$ cat config.mk
export PLATFORM = sky130hd
export DESIGN_NAME = mem_arbiter
export DESIGN_NICKNAME = d
export VERILOG_FILES = /design/src/rtl/mem_arbiter.sv
export SDC_FILE = /design/constraint.sdc
export NUM_CORES = 1
export LEC_CHECK = 0
export CAP_MARGIN = 10
export CORE_UTILIZATION = 43
export CTS_CLUSTER_DIAMETER = 120
export CTS_CLUSTER_SIZE = 16
export DETAILED_ROUTE_END_ITERATION = 12
export MAX_ROUTING_LAYER = met4
export PLACE_DENSITY = 0.82
export SKIP_CTS_REPAIR_TIMING = 1
export SLEW_MARGIN = 10
export SYNTH_ARGS = -nofsm -noshare
export SYNTH_HDL_FRONTEND = slang
export SYNTH_SLANG_ARGS = --single-unit
$ cat constraint.sdc
create_clock -name clk_i -period 2.5 [get_ports clk_i]
set_input_delay 0.375 -clock clk_i [delete_from_list [all_inputs] [get_ports clk_i]]
set_output_delay 0.375 -clock clk_i [all_outputs]
set_load 0.005 [all_outputs]
$ cat src/rtl/mem_arbiter.sv
// Arbiter/sequencer sharing one fixed-latency memory between fetch and data paths.
// Define MEM_ARB_RR_EN for round-robin ties; otherwise data requests win ties.
module mem_arbiter #(
    parameter int unsigned MEM_LAT = 2
) (
    input  logic        clk_i,
    input  logic        rst_i,
    input  logic        if_req_i,
    input  logic [31:0] if_addr_i,
    output logic [31:0] if_data_o,
    output logic        if_ack_o,
    input  logic        dm_req_i,
    input  logic        dm_we_i,
    input  logic [31:0] dm_addr_i,
    input  logic [31:0] dm_wdata_i,
    output logic [31:0] dm_rdata_o,
    output logic        dm_ack_o,
    output logic        mem_en_o,
    output logic        mem_we_o,
    output logic [31:0] mem_addr_o,
    output logic [31:0] mem_wdata_o,
    input  logic [31:0] mem_rdata_i,
    output logic        stall_o
);

    typedef enum logic [1:0] {IDLE, BUSY, ACK} state_t;

    state_t      state, state_nx;
    logic        grant, grant_dm;
    logic        owner_dm, we_q;
    logic [31:0] addr_q, wdata_q;
    logic [3:0]  cnt;

`ifdef MEM_ARB_RR_EN
    logic last_dm;

    // On a tie, the requester that did not win last time gets the memory.
    always_comb grant_dm = dm_req_i & (~if_req_i | ~last_dm);

    always_ff @(posedge clk_i) begin
        if (rst_i)
            last_dm <= 1'b0;
        else if (grant)
            last_dm <= grant_dm;
    end
`else
    always_comb grant_dm = dm_req_i;
`endif

    always_comb grant = (state == IDLE) & (if_req_i | dm_req_i);

    always_ff @(posedge clk_i) begin
        if (rst_i)
            state <= IDLE;
        else
            state <= state_nx;
    end

    always_comb begin
        state_nx = state;
        case (state)
            IDLE:    if (if_req_i | dm_req_i) state_nx = BUSY;
            BUSY:    if (cnt == 4'd1) state_nx = ACK;
            ACK:     state_nx = IDLE;
            default: state_nx = IDLE;
        endcase
    end

    // Acks are set on the commit edge so they are high exactly in ACK.
    always_ff @(posedge clk_i) begin
        if (rst_i) begin
            cnt        <= '0;
            owner_dm   <= 1'b0;
            we_q       <= 1'b0;
            addr_q     <= '0;
            wdata_q    <= '0;
            if_data_o  <= '0;
            dm_rdata_o <= '0;
            if_ack_o   <= 1'b0;
            dm_ack_o   <= 1'b0;
        end else begin
            if_ack_o <= 1'b0;
            dm_ack_o <= 1'b0;
            case (state)
                IDLE: begin
                    if (grant) begin
                        owner_dm <= grant_dm;
                        we_q     <= grant_dm & dm_we_i;
                        addr_q   <= grant_dm ? dm_addr_i : if_addr_i;
                        wdata_q  <= grant_dm ? dm_wdata_i : '0;
                        cnt      <= 4'(MEM_LAT);
                    end
                end
                BUSY: begin
                    cnt <= cnt - 4'd1;
                    if (cnt == 4'd1) begin
                        if (owner_dm) begin
                            dm_ack_o <= 1'b1;
                            if (!we_q)
                                dm_rdata_o <= mem_rdata_i;
                        end else begin
                            if_ack_o  <= 1'b1;
                            if_data_o <= mem_rdata_i;
                        end
                    end
                end
                default: ;
            endcase
        end
    end

    always_comb begin
        mem_en_o    = (state == BUSY);
        mem_we_o    = (state == BUSY) & we_q & (cnt == 4'd1);
        mem_addr_o  = (state == BUSY) ? addr_q  : '0;
        mem_wdata_o = (state == BUSY) ? wdata_q : '0;
        stall_o     = (if_req_i & ~if_ack_o) | (dm_req_i & ~dm_ack_o);
    end

endmodule

; After elaboration in Yosys (flattened, before gate mapping)
; Index checks and enable logic that the tools add are counted.
[op_classes]
mux = 11
reduce_logical = 8
eq_ne = 5
n_addsub = 1
n_bitwise = 14
[ops]
columns = operator, n
row1 = 32-bit two-way mux, 4
row2 = 4-bit case mux with 2 select lines, 1
row3 = 1-bit AND, 6
row4 = 1-bit NOT, 6
row5 = 2-bit AND reduction, 3
row6 = 4-bit by 1-bit equality test with 1-bit output (second input constant), 1
row7 = 2-bit two-way mux, 2
row8 = 4-bit two-way mux, 1
row9 = 2-bit by 1-bit != test with 1-bit output (second input constant), 2
row10 = 2-bit case mux with 2 select lines, 1
row11 = 4-bit AND reduction, 1
row12 = 4-bit by 1-bit subtractor with 4-bit output (second input constant), 1
row13 = 3-bit AND reduction, 1
row14 = 3-bit OR reduction, 1
row15 = 2-bit by 1-bit equality test with 1-bit output (second input constant), 1
row16 = 2-bit logical NOT, 1
row17 = 1-bit two-way mux, 2
row18 = 2-bit != test (second input constant), 1
row19 = 1-bit OR, 2
row20 = 2-bit nonzero test, 1
[totals]
in_bits = 133
output_inout_bits = 133
regBits = 138
elab_cells = 49

; Logic depth before layout (Yosys ltp)
; Gate-level depths: netlist of run 1.
[depth]
depth_word = 4
ltp_mapped = 7
depth_no_buf = 5

; Least setup slack after synthesis of run 1
; Ideal clock, no wire load.
[synth_path]
path_kind = register -> register
from = register cnt[1]
to = register dm_rdata_o[10]
t_arrival_ns = 1.759
period_less_slack_ns = 1.830
slack_ns = 0.670
stages_incl_launch_ff = 7
path_buffers = 1
required_time_ns = 2.428
setup_time_ns = 0.072
cell_sequence = dfxtp_1 > inv_1 > ha_1 > or3b_4 > nor4_2 > buf_6 > mux2i_1
[synth_between]
elab_chain_len = 2
[synth_lines]
columns = item, line
row1 = from (decl), 32  ; logic [3:0] cnt;
row2 = from (signal assigned), 91  ; cnt <= 4'(MEM_LAT);
row3 = from (signal assigned), 95  ; cnt <= cnt - 4'd1;
row4 = 4-bit by 1-bit equality test with 1-bit output, 96  ; if (cnt == 4'd1) begin
row5 = 4-bit AND reduction (no source line), -
row6 = to (signal assigned), 100  ; dm_rdata_o <= mem_rdata_i;
row7 = to (decl), 16  ; output logic [31:0] dm_rdata_o,
; No other way between the ends.
; A chain may end at the register's enable or synchronous reset.

; Final worst setup path of run 1
[layout_path]
from = register state[0]
to = output port mem_addr_o[9]
[layout_between]
elab_chain_len = 2
[layout_lines]
columns = item, line
row1 = from (decl), 28  ; state_t state, state_nx;
row2 = from (signal assigned), 56  ; state <= state_nx;
row3 = 2-bit by 1-bit equality test with 1-bit output, 115  ; mem_addr_o = (state == BUSY) ? addr_q : '0;
row4 = 32-bit two-way mux, 115
row5 = to (decl), 20  ; output logic [31:0] mem_addr_o,
; No other way between the ends.

==> results of run 1 <==
[per-layer routing]
metal / up-vias / wire (µm) / global-route usage
li1: 2729 / - / -
met1: 2473 / 6920 / 0.263
met2: 189 / 7890 / 0.376
met3: 43 / 973 / 0.0634
met4: 0 / 488 / 0.103
met5: - / 0 / -
[cell families after synthesis]
logic type                 Yosys count
muxes                               96
and+or+nand+nor                    221
AOI/OAI and AO/OA                  139
DFF                                138
adders and majority gates            2
buffers and inverters               63
xor gates and xnor gates             1
[synthesized netlist by cell type, drive strengths merged, types with 3 or more instances]
master	instances
a211oi	32
a21oi	68
and2	64
buf	11
clkbuf	46
dfxtp	138
inv	5
mux2i	96
nand2	38
nand2b	97
nor2	6
nor3	3
o21ai	34
[final cells by class]
type / count / area share
tap: 180 / 0.0237
timing repair buffer: 282 / 0.295
sequential: 138 / 0.291
clock inverter: 10 / 0.00962
clock buffer: 22 / 0.0510
multi-input combinational: 459 / 0.328
inverter: 6 / 0.00277
[state kept, by name (all words and copies together) (netlist names)]
| register | flops |
|---|---|
| we_q | 1 |
| addr_q | 32 |
| if_data_o | 32 |
| cnt | 4 |
| wdata_q | 32 |
| owner_dm | 1 |
| dm_ack_o | 1 |
| dm_rdata_o | 32 |
| state | 2 |
| if_ack_o | 1 |
[stage by stage]
stage          utilization  area, µm²  setup TNS [ps]
2_1_floorplan            -       6110               0
3_3_place_gp         0.641       8890               0
3_5_place_dp         0.641       8890               0
4_1_cts              0.682       9470            -563
5_1_grt              0.684       9500           -4.11
6_report             0.684       9500               0
[final timing paths]
check	start	to	slack [ps]	cells past startpoint
worst min register to register	wdata_q[3]$_SDFFE_PP0P_	wdata_q[3]$_SDFFE_PP0P_	470	2
worst max register to register	cnt[0]$_SDFFE_PP0P_	dm_rdata_o[29]$_SDFFE_PP0P_	580	4
worst min-delay path	rst_i	if_ack_o$_SDFF_PP0_	360	2
worst max-delay path	state[0]$_SDFFE_PP0P_	mem_addr_o[9]	90	5
[worst max-delay path: cells and delay by family (launching register included)]
kind,cells,cell delay [ps]
buffers and inverters,3,860
flip-flops,1,460
AND/OR/NAND/NOR,2,290
[report_power, final]
group / internal [mW] / leakage (nW) / switching (mW)
registers: 2.32 / 1.13 / 0.0657
clock network: 1.47 / 0.271 / 0.915
logic: 0.501 / 2.30 / 0.376
total: 4.29 / 3.69 / 1.36
[cells in the final DEF (no fill, tap or decap), drive strengths merged]
master         instances
o211ai                 2
a31oi                  1
nor4                   1
a211oi                32
nor3                   3
mux2i                 96
buf                   19
inv                    6
or3                    2
xor2                   1
nand3                  2
ha                     2
nand2b                97
a221oi                 1
bufinv                 1
clkinv                 3
or4                    1
and3                   1
o22ai                  1
nor3b                  2
a21oi                 68
clkinvlp               6
or2                    2
and2                  64
nor2                   6
o21ai                 34
nand2                 38
clkdlybuf4s50        263
clkbuf                22
nand3b                 1
or3b                   1
dfxtp                138
==> results_dict.tcl, run 1 <==
set metrics [dict create \
    synth_top_area_cell "dfxtp_1" \
    io_pins 266 \
    finalSetupViolations 0 \
    dp_hpwl_mm 11.4 \
    pre_cts_ws_ps 407 \
    endpoint_kind "primary output" \
    p_leak_nw 3.69 \
    multiInputGateArea_um2 3110 \
    layout.nets 1039 \
    via_per_inst 4.95 \
    syn_area_um2 6110 \
    grt_usage 0.230 \
    drt_iter0_drc 233 \
    clk_transition_reported_paths_ps 50 \
    fp.dieH_um 121 \
    worstPathArrival_ps 2040 \
    fin_crit_ps 2410 \
    syn-num-nets 795 \
    avgRoutedWirePerCell_um 14.8 \
    diodes 0 \
    cts_buffer_depth 2 \
    max_slew_margin 0.577 \
    gr-total-overflow 0 \
    max_cap_viol_count 0 \
    synthFlopType "dfxtp_1" \
    synthAdderAreaFrac 0.00410 \
    synth_edf_count 0 \
    io_buffers 265 \
    die_w_um 121 \
    irDropWorstVdd_v 0.000438 \
    regArea_um2 2760 \
    htree_levels 4 \
    grt_pass1_wl_mm 25.8 \
    path_class "register to primary output" \
    worstMarginPinSlew_ps 635 \
    synth_top_area_frac 0.452 \
    required_ps 2120 \
    yosys_register_bits 138 \
    antenna_found_initial 0 \
    cp_slowest_cell "clkdlybuf4s50_1" \
    yosysWarnings 0 \
    clk_latency_ps 410 \
    place_inst 1063 \
    syn2layout_area_growth_pct 55.5 \
    holdCritPathClass "input port to register" \
    cts_buffers 17 \
    skew_ps 6.03 \
    synth_compound_area_frac 0.129 \
    drtAntennaViolNets 0 \
    routed-via-count 5434 \
    synthMuxAreaShare 0.157 \
    grt_max_degree 62 \
    ys_top_cells_by_area "dfxtp_1 (45%), mux2i_1 (16%), nand2b_1 (9.9%)" \
    status "complete, no violations" \
    ys_seq_area_frac 0.452 \
    hold_viol 0 \
    crit_fanout 41 \
    synth.distinct_cells 34 \
    synth-async-reset-ratio 0 \
    drive_gt1_frac 0.0698 \
    rows 43 \
    drv_slew 0 \
    drc 0 \
    synthSimpleGateAreaFrac 0.211 \
    gp_congestion 0.796 \
    fmax_ghz 0.415 \
    layout_setup_ws_ps 88.7 \
    initial_utilization 0.440 \
    startpoint_type "register" \
    avgSynthCellArea_um2 9.25 \
    die_area_um2 14700 \
    firstDrtPassIters 4 \
    wirelength_mm 16.3 \
    cts.sinks 138 \
    synth_top_family_by_area "simple AND/OR/NAND/NOR gates" \
    cts_tree "built" \
    total_power_mw 5.65 \
    slowest_delay_ps 520 \
    coreArea_um2 13900 \
    synth_cells 660 \
    synth-xor-area-share 0.00143 \
    grt_pass1_vias 5298 \
    crit_chain "nand2b_4, clkinvlp_4, buf_12, and2_1, clkdlybuf4s50_1" \
    timing.hold.ws_ps 360 \
    powerDensity_nw_per_um2 594 \
    fin_cells 1097 \
    root_buffer "clkbuf_16" \
    period_share 0.965 \
    fillers 1139 \
]
(Power assumes the default switching activity.)
==> inputs of run 2 (changes only) <==
CORE_MARGIN = 5   (was not set)
CORE_UTILIZATION = 40   (was 43)
PLACE_DENSITY = 0.77   (was 0.82)
==> run 2 against run 1 <==
  * Die area up 21%
  * Register-to-register slack hardly changed
  * Largest power group unchanged
  * Sequential share of layout area decreased by 0.067 points
  * Highest routed layer unchanged
  * Global-route usage decreased by 3.5 points
  * Combinational power about the same
  * Routed wire length rose by 7.8%
  * First-iteration DRC count shrank 18%
  * Sequential power hardly changed
  * Worst setup slack improved by 7.8 ps
  * Clock power increased by 7%
  * Utilization decreased by 5.3 points
  * Clock skew increased by 3.8 ps
==> results_dict.tcl, run 2 (same netlist as run 1, synthesis figures left out) <==
set metrics [dict create \
    status "complete, no violations" \
    cts.sinks 138 \
    hold_path.startpoint "dm_req_i" \
    clk_transition_reported_paths_ps 60 \
    wirelength_mm 17.5 \
    avgRoutedWirePerCell_um 15.9 \
    final_common_cell "clkdlybuf4s50_1" \
    drv_slew 0 \
    max_cap_viol_count 0 \
    powerDensity_nw_per_um2 611 \
    drc 0 \
    period_share 0.961 \
    cts_buffer_depth 2 \
    routed-via-count 5401 \
    drtAntennaViolNets 0 \
    grt_pass1_wl_mm 27.2 \
    endpoint_kind "primary output" \
    cts_tree "built" \
    reg2reg_to "dm_rdata_o[16]$_SDFFE_PP0P_" \
    fp.dieH_um 134 \
    finalSetupViolations 0 \
    final_cell_mix "clkdlybuf4s50_1 (263), dfxtp_1 (137), nand2b_1 (97)" \
    clk_latency_ps 410 \
    rrSetupSlack_ps 570 \
    min_path_cells 3 \
    fin_util 0.631 \
    worstMarginPinSlew_ps 560 \
    cts_buffers 17 \
    startpoint_type "register" \
    coreArea_um2 15100 \
    antenna_found_initial 0 \
    io_buffers 265 \
    worst_r2r_path_depth 4 \
    crit_fanout 54 \
    worstPathArrival_ps 2030 \
    fmax_ghz 0.416 \
    grt_max_degree 59 \
    initial_utilization 0.405 \
    required_ps 2120 \
    htree_levels 4 \
    fin_tns_setup_ps 0 \
    via_per_inst 4.90 \
    path_class "register to primary output" \
    root_buffer "clkbuf_16" \
    grt_pass1_vias 5264 \
    firstDrtPassIters 4 \
    rows 45 \
    diodes 0 \
    dp_hpwl_mm 12.3 \
    grt_usage 0.195 \
    hold_viol 0 \
    drt_iter0_drc 190 \
    irDropWorstVdd_v 0.000446 \
    gp_congestion 0.784 \
    holdPathEnd "owner_dm$_SDFFE_PP0P_" \
    layout.nets 1038 \
    max_slew_margin 0.627 \
    syn2layout_area_growth_pct 56.0 \
    holdCritPathClass "input port to register" \
    skew_ps 9.87 \
    gr-total-overflow 0 \
    place_area_um2 8900 \
    die_w_um 134 \
    drive_gt1_frac 0.0656 \
    fin_area_um2 9530 \
    worstReg2RegStart "cnt[0]$_SDFFE_PP0P_" \
    p_leak_nw 3.72 \
    io_pins 266 \
    die_area_um2 17800 \
    fin_crit_ps 2400 \
]
run 2: cell types whose count changed in the layout (fill, tap and decap cells not counted), sizes merged:
cell      change
buf           -1
bufinv        +2
clkinv        +1
clkinvlp      -5
inv           -1
clkbuf        +2
run 2: routing by layer:
layer	GRT usage	vias up	routed length, µm
li1	-	2734	-
met3	0.0529	20	946
met4	0.0686	0	304
met5	-	-	0
met2	0.320	152	8730
met1	0.231	2495	7560
run 2: where the power goes:
group / leakage, nW / total, mW / switching (mW) / internal [mW]
clock network: 0.300 / 2.56 / 0.893 / 1.67
registers: 1.13 / 2.38 / 0.0654 / 2.32
logic: 2.29 / 0.876 / 0.376 / 0.499
run 2: area by class of cell:
class | count | area [µm²]
Timing Repair Buffer | 281 | 2790
Sequential cell | 138 | 2760
Clock inverter | 7 | 114
Multi-Input combinational cell | 459 | 3100
Clock buffer | 24 | 492
Fill cell | 1296 | 5560
Tap cell | 188 | 235
Inverter | 6 | 26.3
run 2: critical path, stage by stage, from the launching register on:
cell and delay, ps:
dfxtp_1 410, nand2b_1 140, clkinvlp_4 140, buf_12 200, and2_1 170, clkdlybuf4s50_1 520
run 2: worst max path at each step:
stage / depth (start not counted) / to / startpoint
2_1_floorplan: 6 / dm_rdata_o[10]$_SDFFE_PP0P_ / cnt[1]$_SDFFE_PP0P_
3_3_place_gp: 5 / mem_addr_o[12] / state[1]$_SDFFE_PP0P_
3_5_place_dp: 5 / mem_addr_o[12] / state[1]$_SDFFE_PP0P_
4_1_cts: 5 / mem_addr_o[3] / state[1]$_SDFFE_PP0P_
5_1_grt: 5 / mem_addr_o[11] / state[0]$_SDFFE_PP0P_
6_report: 5 / mem_addr_o[3] / state[0]$_SDFFE_PP0P_
run 2: stage by stage:
stage                     instances  power (mW)  setup WS (ps)  hold WS, ps
final                          1103        5.82           96.6          368
after global placement         1071        3.29            446          451
after detailed placement       1071        3.30            406          460
after floorplan                 660        2.84            670          445
after global routing           1103        6.08          -3.46          372
after CTS                      1102        5.89          -45.5          357
==> inputs of run 3 (changes only) <==
SETUP_SLACK_MARGIN = 0.15   (was not set)
==> run 3 against run 2 <==
  * Cell area increased by 2.0%
  * Register-to-register slack about the same
  * Clock skew increased by 0.93 ps
  * Critical endpoint is now mem_addr_o[27]
  * Largest power group unchanged
==> results_dict.tcl, run 3 (same netlist as run 1, synthesis figures left out) <==
set metrics [dict create \
    pre_cts_ws_ps 406 \
    worstPathArrival_ps 1940 \
    die_w_um 134 \
    cts_buffer_depth 2 \
    slowest_delay_ps 500 \
    fmax_ghz 0.432 \
    cts.sinks 138 \
    required_ps 2120 \
    powerDensity_nw_per_um2 607 \
    drv_slew 0 \
    cp_slowest_cell "clkdlybuf4s50_1" \
    fillers 1268 \
    worstMarginPinSlew_ps 558 \
    clk_latency_ps 410 \
    crit_chain "nand2b_4, clkinvlp_4, buf_12, buf_6, and2_1, clkdlybuf4s50_1" \
    antenna_found_initial 0 \
    multiInputGateArea_um2 3120 \
    status "complete, no violations" \
    wirelength_mm 18.5 \
    regArea_um2 2770 \
    skew_ps 10.8 \
    initial_utilization 0.405 \
    place_area_um2 8900 \
    avgRoutedWirePerCell_um 16.6 \
    worstReg2RegStart "cnt[0]$_SDFFE_PP0P_" \
    final_common_cell "clkdlybuf4s50_1" \
    layout.nets 1047 \
    gr-total-overflow 0 \
    cts_tree "built" \
    drc 0 \
    gp_congestion 0.784 \
    grt_usage 0.195 \
    drt_iter0_drc 207 \
    io_buffers 265 \
    fin_crit_ps 2320 \
    max_cap_viol_count 0 \
    holdPathEnd "owner_dm$_SDFFE_PP0P_" \
    hold_path.startpoint "dm_req_i" \
    root_buffer "clkbuf_16" \
    die_area_um2 17800 \
    via_per_inst 4.95 \
    max_slew_margin 0.627 \
    rows 45 \
    path_class "register to primary output" \
    crit_fanout 13 \
    worst_r2r_path_depth 4 \
    holdCritPathClass "input port to register" \
    grt_pass1_vias 5264 \
    layout_setup_ws_ps 184 \
    min_path_cells 3 \
    hold_viol 0 \
    rsz0062_at_grt "yes" \
    rrSetupSlack_ps 580 \
    drive_gt1_frac 0.0768 \
    p_leak_nw 4.10 \
    coreArea_um2 15100 \
    firstDrtPassIters 4 \
    startpoint_type "register" \
    htree_levels 4 \
    drtAntennaViolNets 0 \
    dp_hpwl_mm 12.3 \
    fp.dieH_um 134 \
    diodes 0 \
    grt_max_degree 59 \
    endpoint_kind "primary output" \
    io_pins 266 \
    fin_area_um2 9720 \
    final_cell_mix "clkdlybuf4s50_1 (245), dfxtp_1 (136), nand2b_1 (96), mux2i_1 (96), a21oi_1 (68)" \
    finalSetupViolations 0 \
    period_share 0.926 \
    clk_transition_reported_paths_ps 60 \
    grt_pass1_wl_mm 27.2 \
    reg2reg_to "dm_rdata_o[26]$_SDFFE_PP0P_" \
    cts_buffers 17 \
    routed-via-count 5507 \
    irDropWorstVdd_v 0.000448 \
    syn2layout_area_growth_pct 59.1 \
]
==> run 3: cell count changes in the layout (fill, tap and decap cells not counted) <==
cell	delta
dfxtp_1	-1
nand2b_1	-1
nand2b_4	+1
clkdlybuf4s50_1	-18
nor3b_4	+1
buf_4	+2
clkbuf_16	+2
dlymetal6s2s_1	+18
buf_12	+1
nor3b_2	-1
dfxtp_4	+1
buf_6	+4
==> run 3: metal layers <==
| metal | track usage | vias to the layer above | share of wire |
|---|---|---|---|
| met5 | - | - | 0 |
| met2 | 0.320 | 197 | 0.49 |
| li1 | - | 2759 | - |
| met1 | 0.231 | 2528 | 0.42 |
| met3 | 0.0529 | 23 | 0.073 |
| met4 | 0.0686 | 0 | 0.018 |
==> run 3: worst max-delay path by stage <==
stage,from,to,slack (ps),cells past startpoint
after floorplan,cnt[1]$_SDFFE_PP0P_,dm_rdata_o[10]$_SDFFE_PP0P_,670,6
after global placement,state[1]$_SDFFE_PP0P_,mem_addr_o[12],450,5
after detailed placement,state[1]$_SDFFE_PP0P_,mem_addr_o[12],410,5
after CTS,state[1]$_SDFFE_PP0P_,mem_addr_o[3],-50,5
after global routing,state[1]$_SDFFE_PP0P_,mem_addr_o[27],100,6
final,state[1]$_SDFFE_PP0P_,mem_addr_o[27],180,6
==> run 3: report_power, final <==
group	internal (mW)	switching, mW	total, mW
sequential	2.32	0.0676	2.39
combinational	0.538	0.404	0.942
clock	1.67	0.901	2.57
==> run 3: critical path: cells and delay by family (launching register included) <==
kind          cells  cell delay, ps
flops             1             350
simple gates      2             300
buf+inv           4             880
==> run 3: area by class of cell <==
| cell class | count | area share |
|---|---|---|
| Multi-Input combinational cell | 459 | 0.321 |
| Timing Repair Buffer | 290 | 0.305 |
| Sequential cell | 138 | 0.285 |
| Clock buffer | 24 | 0.0506 |
| Tap cell | 188 | 0.0242 |
| Clock inverter | 7 | 0.0117 |
| Inverter | 6 | 0.00270 |
==> run 3: stage by stage <==
stage	total power, mW	hold WS [ps]	cells	setup TNS [ps]	util
final	5.90	369	1112	0	0.644
after CTS	5.89	357	1102	-448	0.630
after global routing	6.15	372	1112	0	0.644
after detailed placement	3.30	460	1071	0	0.590
after global placement	3.29	451	1071	0	0.590
after floorplan	2.84	445	660	0	-
